--- src/rtl/gzip_stream_pkg.sv ---
// Shared widths, buffer-entry type and byte-swap helper for the gzip output stream path.
package gzip_stream_pkg;

  localparam int GZ_DATA_WIDTH      = 32;
  localparam int GZ_CNT_WIDTH       = 24;
  localparam int GZ_FRAME_CNT_WIDTH = 16;

  typedef struct packed {
    logic [GZ_DATA_WIDTH-1:0] data;
    logic                     last;
  } gz_beat_t;

  // Reverses byte order: byte i moves to byte (N-1-i).
  function automatic logic [GZ_DATA_WIDTH-1:0] gz_byte_swap(input logic [GZ_DATA_WIDTH-1:0] d);
    logic [GZ_DATA_WIDTH-1:0] r;
    r = '0;
    for (int i = 0; i < GZ_DATA_WIDTH / 8; i++) begin
      r[i*8 +: 8] = d[(GZ_DATA_WIDTH/8-1-i)*8 +: 8];
    end
    return r;
  endfunction

endpackage

--- src/rtl/gzip_skid_buf2.sv ---
// Two-entry circular buffer; the head entry is presented continuously, the tail is filled on push.
module gzip_skid_buf2
  import gzip_stream_pkg::*;
#(
  parameter type T = gz_beat_t
) (
  input  logic       clk,
  input  logic       srst,
  input  logic       i_push,
  input  T           i_push_entry,
  input  logic       i_pop,
  output logic [1:0] o_occ,
  output logic       o_valid,
  output T           o_head
);

  T           r_ent [2];
  logic       r_head_ptr;
  logic [1:0] r_occ;
  logic       r_valid;
  logic       w_wr_ptr;
  logic [1:0] w_occ_next;

  // Writes land one slot past the head when an entry is held, so the head never moves under a stall.
  assign w_wr_ptr   = r_head_ptr ^ r_occ[0];
  assign w_occ_next = r_occ + {1'b0, i_push} - {1'b0, i_pop};

  always_ff @(posedge clk) begin
    if (srst) begin
      r_ent[0]   <= '0;
      r_ent[1]   <= '0;
      r_head_ptr <= 1'b0;
      r_occ      <= 2'd0;
      r_valid    <= 1'b0;
    end else begin
      if (i_push) begin
        r_ent[w_wr_ptr] <= i_push_entry;
      end
      if (i_pop) begin
        r_head_ptr <= ~r_head_ptr;
      end
      r_occ   <= w_occ_next;
      r_valid <= (w_occ_next != 2'd0);
    end
  end

  assign o_occ   = r_occ;
  assign o_valid = r_valid;
  assign o_head  = r_ent[r_head_ptr];

endmodule

--- src/rtl/gzip_out_axis_bridge.sv ---
// Drains the Deflate output FIFO (1-cycle read latency) into an AXI-Stream master with
// optional byte swap and per-frame beat/frame statistics.
module gzip_out_axis_bridge
  import gzip_stream_pkg::*;
#(
  parameter int DATA_WIDTH      = GZ_DATA_WIDTH,
  parameter int CNT_WIDTH       = GZ_CNT_WIDTH,
  parameter int FRAME_CNT_WIDTH = GZ_FRAME_CNT_WIDTH
) (
  input  logic                       core_clock,
  input  logic                       bus_reset,
  input  logic                       fifo_empty,
  output logic                       fifo_rden,
  input  logic [DATA_WIDTH-1:0]      fifo_data,
  input  logic                       fifo_last,
  input  logic                       swap_bytes,
  output logic [DATA_WIDTH-1:0]      m_axis_tdata,
  output logic                       m_axis_tvalid,
  input  logic                       m_axis_tready,
  output logic                       m_axis_tlast,
  output logic [CNT_WIDTH-1:0]       frame_words,
  output logic                       frame_done,
  output logic [FRAME_CNT_WIDTH-1:0] frames_sent
);

  localparam int NBYTES = DATA_WIDTH / 8;

  typedef struct packed {
    logic [DATA_WIDTH-1:0] data;
    logic                  last;
  } beat_t;

  beat_t                      w_push_entry;
  beat_t                      w_head;
  logic [DATA_WIDTH-1:0]      w_swapped;
  logic [1:0]                 w_occ;
  logic                       w_valid;
  logic                       w_pop;
  logic [2:0]                 w_occ_after;
  logic [CNT_WIDTH-1:0]       w_run_inc;
  logic                       r_pend;
  logic [CNT_WIDTH-1:0]       r_run_cnt;
  logic [CNT_WIDTH-1:0]       r_frame_words;
  logic                       r_frame_done;
  logic [FRAME_CNT_WIDTH-1:0] r_frames_sent;

  for (genvar gi = 0; gi < NBYTES; gi++) begin : g_swap
    assign w_swapped[gi*8 +: 8] = fifo_data[(NBYTES-1-gi)*8 +: 8];
  end

  // swap_bytes is applied to the word arriving now, not to the word requested now.
  assign w_push_entry = {(swap_bytes ? w_swapped : fifo_data), fifo_last};

  gzip_skid_buf2 #(
    .T(beat_t)
  ) u_buf (
    .clk          (core_clock),
    .srst         (bus_reset),
    .i_push       (r_pend),
    .i_push_entry (w_push_entry),
    .i_pop        (w_pop),
    .o_occ        (w_occ),
    .o_valid      (w_valid),
    .o_head       (w_head)
  );

  assign w_pop = w_valid & m_axis_tready;

  // Only request when the word landing next cycle is guaranteed a free slot.
  assign w_occ_after = {1'b0, w_occ} + {2'b0, r_pend} - {2'b0, w_pop};
  assign fifo_rden   = ~fifo_empty & ~bus_reset & (w_occ_after <= 3'd1);

  always_ff @(posedge core_clock) begin
    if (bus_reset) begin
      r_pend <= 1'b0;
    end else begin
      r_pend <= fifo_rden;
    end
  end

  assign w_run_inc = (r_run_cnt == {CNT_WIDTH{1'b1}}) ? r_run_cnt : r_run_cnt + CNT_WIDTH'(1);

  always_ff @(posedge core_clock) begin
    if (bus_reset) begin
      r_run_cnt     <= '0;
      r_frame_words <= '0;
      r_frame_done  <= 1'b0;
      r_frames_sent <= '0;
    end else begin
      r_frame_done <= 1'b0;
      if (w_pop) begin
        if (w_head.last) begin
          r_frame_words <= w_run_inc;
          r_run_cnt     <= '0;
          r_frames_sent <= r_frames_sent + FRAME_CNT_WIDTH'(1);
          r_frame_done  <= 1'b1;
        end else begin
          r_run_cnt <= w_run_inc;
        end
      end
    end
  end

  assign m_axis_tdata  = w_head.data;
  assign m_axis_tlast  = w_head.last;
  assign m_axis_tvalid = w_valid;
  assign frame_words   = r_frame_words;
  assign frame_done    = r_frame_done;
  assign frames_sent   = r_frames_sent;

endmodule

--- config.mk ---
export PLATFORM = sky130hd
export DESIGN_NAME = gzip_out_axis_bridge
export DESIGN_NICKNAME = d
export VERILOG_FILES = /design/src/rtl/gzip_stream_pkg.sv /design/src/rtl/gzip_skid_buf2.sv /design/src/rtl/gzip_out_axis_bridge.sv
export SDC_FILE = /design/constraint.sdc
export NUM_CORES = 1
export LEC_CHECK = 0
export ABC_AREA = 1
export CORE_AREA = 2 2 143 145
export CTS_CLUSTER_DIAMETER = 30
export DETAILED_ROUTE_END_ITERATION = 8
export DIE_AREA = 0 0 145 147
export PLACE_DENSITY = 0.64
export SLEW_MARGIN = 0
export SYNTH_ARGS = -nofsm -noshare
export SYNTH_HDL_FRONTEND = slang
export SYNTH_SLANG_ARGS = --single-unit
--- constraint.sdc ---
create_clock -name core_clock -period 2.7 [get_ports core_clock]
set_clock_uncertainty 0.1 [all_clocks]
set_input_delay 0.54 -clock core_clock [delete_from_list [all_inputs] [get_ports core_clock]]
set_output_delay 0.54 -clock core_clock [all_outputs]
set_load 0.01 [all_outputs]
### Word-level counts from Yosys, hierarchy flattened

Memories as Yosys holds them, arrays and structs flattened. A register that Yosys moved wholly into a read port is not among the register bits.
Index checks and enable logic that the tools add are counted.

* bitwise operators: 8
* magnitude comparators: 1
* reductions and logical operators: 4
* add/subtract/negate cells: 6
* mux-type cells: 14
* equal/unequal tests: 1

Operators with widths (number)
* $mux 24: 2
* $mux 33: 1
* $reduce_or 33->1: 1
* $mux 32: 1
* $add 24x1->24 const B: 1
* $eq 24x24->1 const B: 1
* $add 16x1->16 const B: 1
* $mux 1: 10
* $not 1->1: 4
* $add 2x1->3: 1
* $and 1x1->1: 3
* $le 3x1->1 const B: 1
* $sub 3x1->3: 1
* $add 2x1->2: 1
* $reduce_and 2->1: 1
* $reduce_bool 2->1: 1
* $reduce_or 2->1: 1
* $sub 2x1->2: 1
* $xor 1x1->1: 1

* memories kept: 1
* register bits after elaboration: 70
* RAM bits: 66
* output and inout bits: 76

Memories
* u_buf.r_ent: depth 2, bits a word 33, rd ports 1, clocked after Yosys merged registers in 1, write ports 2, RTL line gzip_skid_buf2.sv:17 `T r_ent [2];`

### Longest topological paths before layout

* depth in word-level cells: 5
* mapped depth: 11
* gate-level depth less buffers: 10

### By module

A second synthesis with hierarchy kept.

* cell total of the unflattened synthesis: 830
* area, all modules: 6832.8 µm²

By module, submodules not included
* gzip_out_axis_bridge: instances 1, cells each 589, area an instance 3757.4 µm²
* gzip_skid_buf2: instances 1, cells each 241, area an instance 3075.4 µm²

### Worst setup path after synthesis

Ideal clock, no wire load.

* path kind: input to output
* start: input m_axis_tready
* end: output fifo_rden
* path slack: -0.260 ns
* stages on the path: 8
* required time: 2.060 ns
* arrival: 2.320 ns
* path buffers: 2
* cell sequence: nand2_1 clkbuf_1 clkbuf_1 nand2_1 nand2_1 ha_1 fa_1 nor4_1

* word-level cells in the longest chain between the ends: 4

Ends and longest elaborated chain
* start, declared: RTL line gzip_out_axis_bridge.sv:19 `input logic m_axis_tready,`
* $and 1x1->1: RTL line gzip_out_axis_bridge.sv:67 `assign w_pop = w_valid & m_axis_tready;`
* $sub 3x1->3: RTL line gzip_out_axis_bridge.sv:70 `assign w_occ_after = {1'b0, w_occ} + {2'b0, r_pend} - {2'b0, w_pop};`
* $le 3x1->1: RTL line gzip_out_axis_bridge.sv:71 `assign fifo_rden = ~fifo_empty & ~bus_reset & (w_occ_after <= 3'd1);`
* $and 1x1->1: RTL line gzip_out_axis_bridge.sv:71
* end, declared: RTL line gzip_out_axis_bridge.sv:13 `output logic fifo_rden,`

No other way between the ends.

### Worst setup path after layout

Same ends and word-level chain as after synthesis.

==> flow_metrics.tcl <==
set metrics [dict create \
    status "finished with violations" \
    violations "negative setup slack" \
    wl_mm 17.15 \
    h-tree-depth 4 \
    antenna_found_initial 1 \
    fp.coreArea_um2 19840 \
    relSlewSlack_pct 58.65 \
    grt_max_degree 40 \
    n_antenna_cell 0 \
    r2r_cells 9 \
    maxCapViolCount 0 \
    gr-usage-all-layers_pct 16.55 \
    clock-sinks 137 \
    finalSetupTns_ns -0.06805 \
    drive_above_1_share_pct 14.63 \
    path_max_fanout 2 \
    drt.antenna.violating_nets 0 \
    netlist_instances 833 \
    stdcell_count 1234 \
    yosys_warnings 0 \
    seq_area_frac_synth_pct 50.10 \
    clkLatencyLatePin_ns 0.43 \
    grt_pass1_vias 5473 \
    cts_hold_buf 0 \
    overflow 0 \
    dp.cells 1199 \
    die_w_um 145 \
    powerDensity_nw_per_um2 706.2 \
    finalSetupViolCount 1 \
    final_nets 993 \
    start_util_pct 34.23 \
    num_vias 5712 \
    hold_path_class "reg -> reg" \
    synth_fp_nets 875 \
    drtIter0Drc 382 \
    fp.dieH_um 147 \
    fin_crit_ns 2.768 \
    leakagePower_nw 3.536 \
    ir_drop_mv 0.4358 \
    num_rows 52 \
    synth.avg_cell_area_um2 8.155 \
    post_drt_via_cell_ratio 4.629 \
    cts_tree "built" \
    dp_hpwl_mm 11.75 \
    synth_edf_count 66 \
    drc 0 \
    cp.required_ns 2.06 \
    postLayoutCellArea_um2 8961 \
    hold_violations 0 \
    worst_slack_ns -0.06805 \
    rsz0062_at_grt "yes" \
    place_congestion 0.8712 \
    routedWlPerCell_um 13.90 \
    arrival_ns 2.13 \
    io_buffers 113 \
    worstMarginPinSlew_ns 0.6202 \
    syn2layout_area_growth_pct 31.92 \
    async_flop_share_pct 0 \
    grt_pass1_wl_mm 28.26 \
    synth_flop_cell "dfxtp_1" \
    end_kind "output port" \
    cts_root_buf "clkbuf_16" \
    min_period_over_period_pct 102.5 \
    finalPower_mw 6.328 \
    dpl_cell_area_um2 8277 \
    first_pass_iters 4 \
    cts_buffers 17 \
    slew_viol_final 0 \
    ys_seq_elements 137 \
    cts_buffer_depth 2 \
    synth_cell_type_count 32 \
    dieArea_um2 21320 \
    final_util_pct 45.16 \
    hold_depth 2 \
    clk_pin_slew_ns 0.06 \
    critPathKind "in -> out" \
    startpoint_type "input port" \
    ios 114 \
    fmax_mhz 361.3 \
    synth_area_um2 6793 \
]
[path summary, 6_finish.rpt]
| path | endpoint | start | slack, ns |
|---|---|---|---|
| setup / recovery | fifo_rden | m_axis_tready | -0.07 |
| hold / removal | frames_sent[14] | frames_sent[14] | 0.38 |
| setup reg to reg | r_run_cnt[22] | r_run_cnt[1] | 0.73 |
| hold reg to reg | frames_sent[14] | frames_sent[14] | 0.38 |
[layout make-up]
cell class,count,area [um^2]
clock inverter,15,197.7
sequential,137,3405
tap,270,337.8
inverter,77,289.0
clock buffer,17,425.4
timing repair buffer,138,1334
multi-input combinational,580,2973
fill,1964,10880
[repair_timing]
item | 4_1_cts | 5_1_grt
gates cloned | 0 | 0
setup endpoints to repair | 1 | 1
gates resized for setup | 16 | 3
setup buffers | 3 | 0
pin swaps | 5 | 2
[sequential cells by signal, summed over array words and instances (netlist names), named ones only]
register	cells
u_buf.r_ent	66
frame_words	24
r_run_cnt	24
frames_sent	16
u_buf.o_occ	2
frame_done	1
r_pend	1
u_buf.o_valid	1
u_buf.r_head_ptr	1
[synth_stat cells (7+ instances only)]
master,n,area share [%]
clkbuf_1,24,1.3
edfxtp_1,66,29
o21ai_0,46,3.4
nand2_1,169,9.3
nand3_1,23,1.7
inv_1,76,4.2
a21oi_2,14,1.8
xor2_1,15,1.9
a21oi_1,42,3.1
nand2_2,12,1.1
dfxtp_1,71,21
mux2_2,32,5.3
buf_2,7,0.52
nor2_1,180,9.9
nor3_1,11,0.81
[metal layers]
layer  vias up  routed length (um)  GRT usage, %
li1       2928                   -             -
met1      2605                7832         20.81
met2       150                8061         27.69
met3        27                1006         4.814
met4         2                 240         4.950
met5         -                  10             0
[stage by stage]
stage	setup slack (ns)	hold WS (ns)
detailed placement	-0.8709	0.3731
floorplan	0.01226	0.3715
finish	-0.06805	0.3799
global placement	-0.8401	0.3740
global route	-0.1486	0.4225
CTS	-0.05192	0.3829
[worst max-delay path: stages]
cell	delay [ns]
clkdlybuf4s15_2	0.21
nand2_2	0.07
or2_4	0.24
nand2_4	0.08
ha_4	0.13
fa_2	0.45
nor4_2	0.23
buf_2	0.19
[cells by family after synthesis]
family	Yosys count	synth area share, %
AO/OA/AOI/OAI	108	8.878
XOR/XNOR	20	2.579
adder cells (fa/ha/maj)	4	0.8474
buffers and inverters	116	6.815
flip-flops	137	50.10
multiplexers	32	5.305
AND/OR/NAND/NOR	416	25.47
[cell usage in the layout (no fill, tap or decap), types with 3 or more instances in the layout]
cell	synthesis	final
nand2_2	12	14
mux2_2	32	32
nand3_1	23	23
inv_8	0	4
xnor2_1	5	4
nor3_1	11	11
nand3_2	6	6
edfxtp_1	66	66
a21oi_2	14	14
dfxtp_1	71	70
buf_4	1	22
clkbuf_16	0	17
nand2_4	2	3
o21bai_1	4	4
nand4_1	6	6
nand2_1	169	166
inv_6	0	5
a21oi_1	42	42
clkdlybuf4s50_1	0	109
inv_1	76	76
nor2_1	180	179
xor2_1	15	15
o21ai_0	46	46
buf_2	7	3
[power breakdown]
part,internal [mW],switching [mW]
registers,2.41,0.0733
clock network,1.42,1.03
logic,0.702,0.697
No activity file was read; power rests on OpenSTA's default activity.
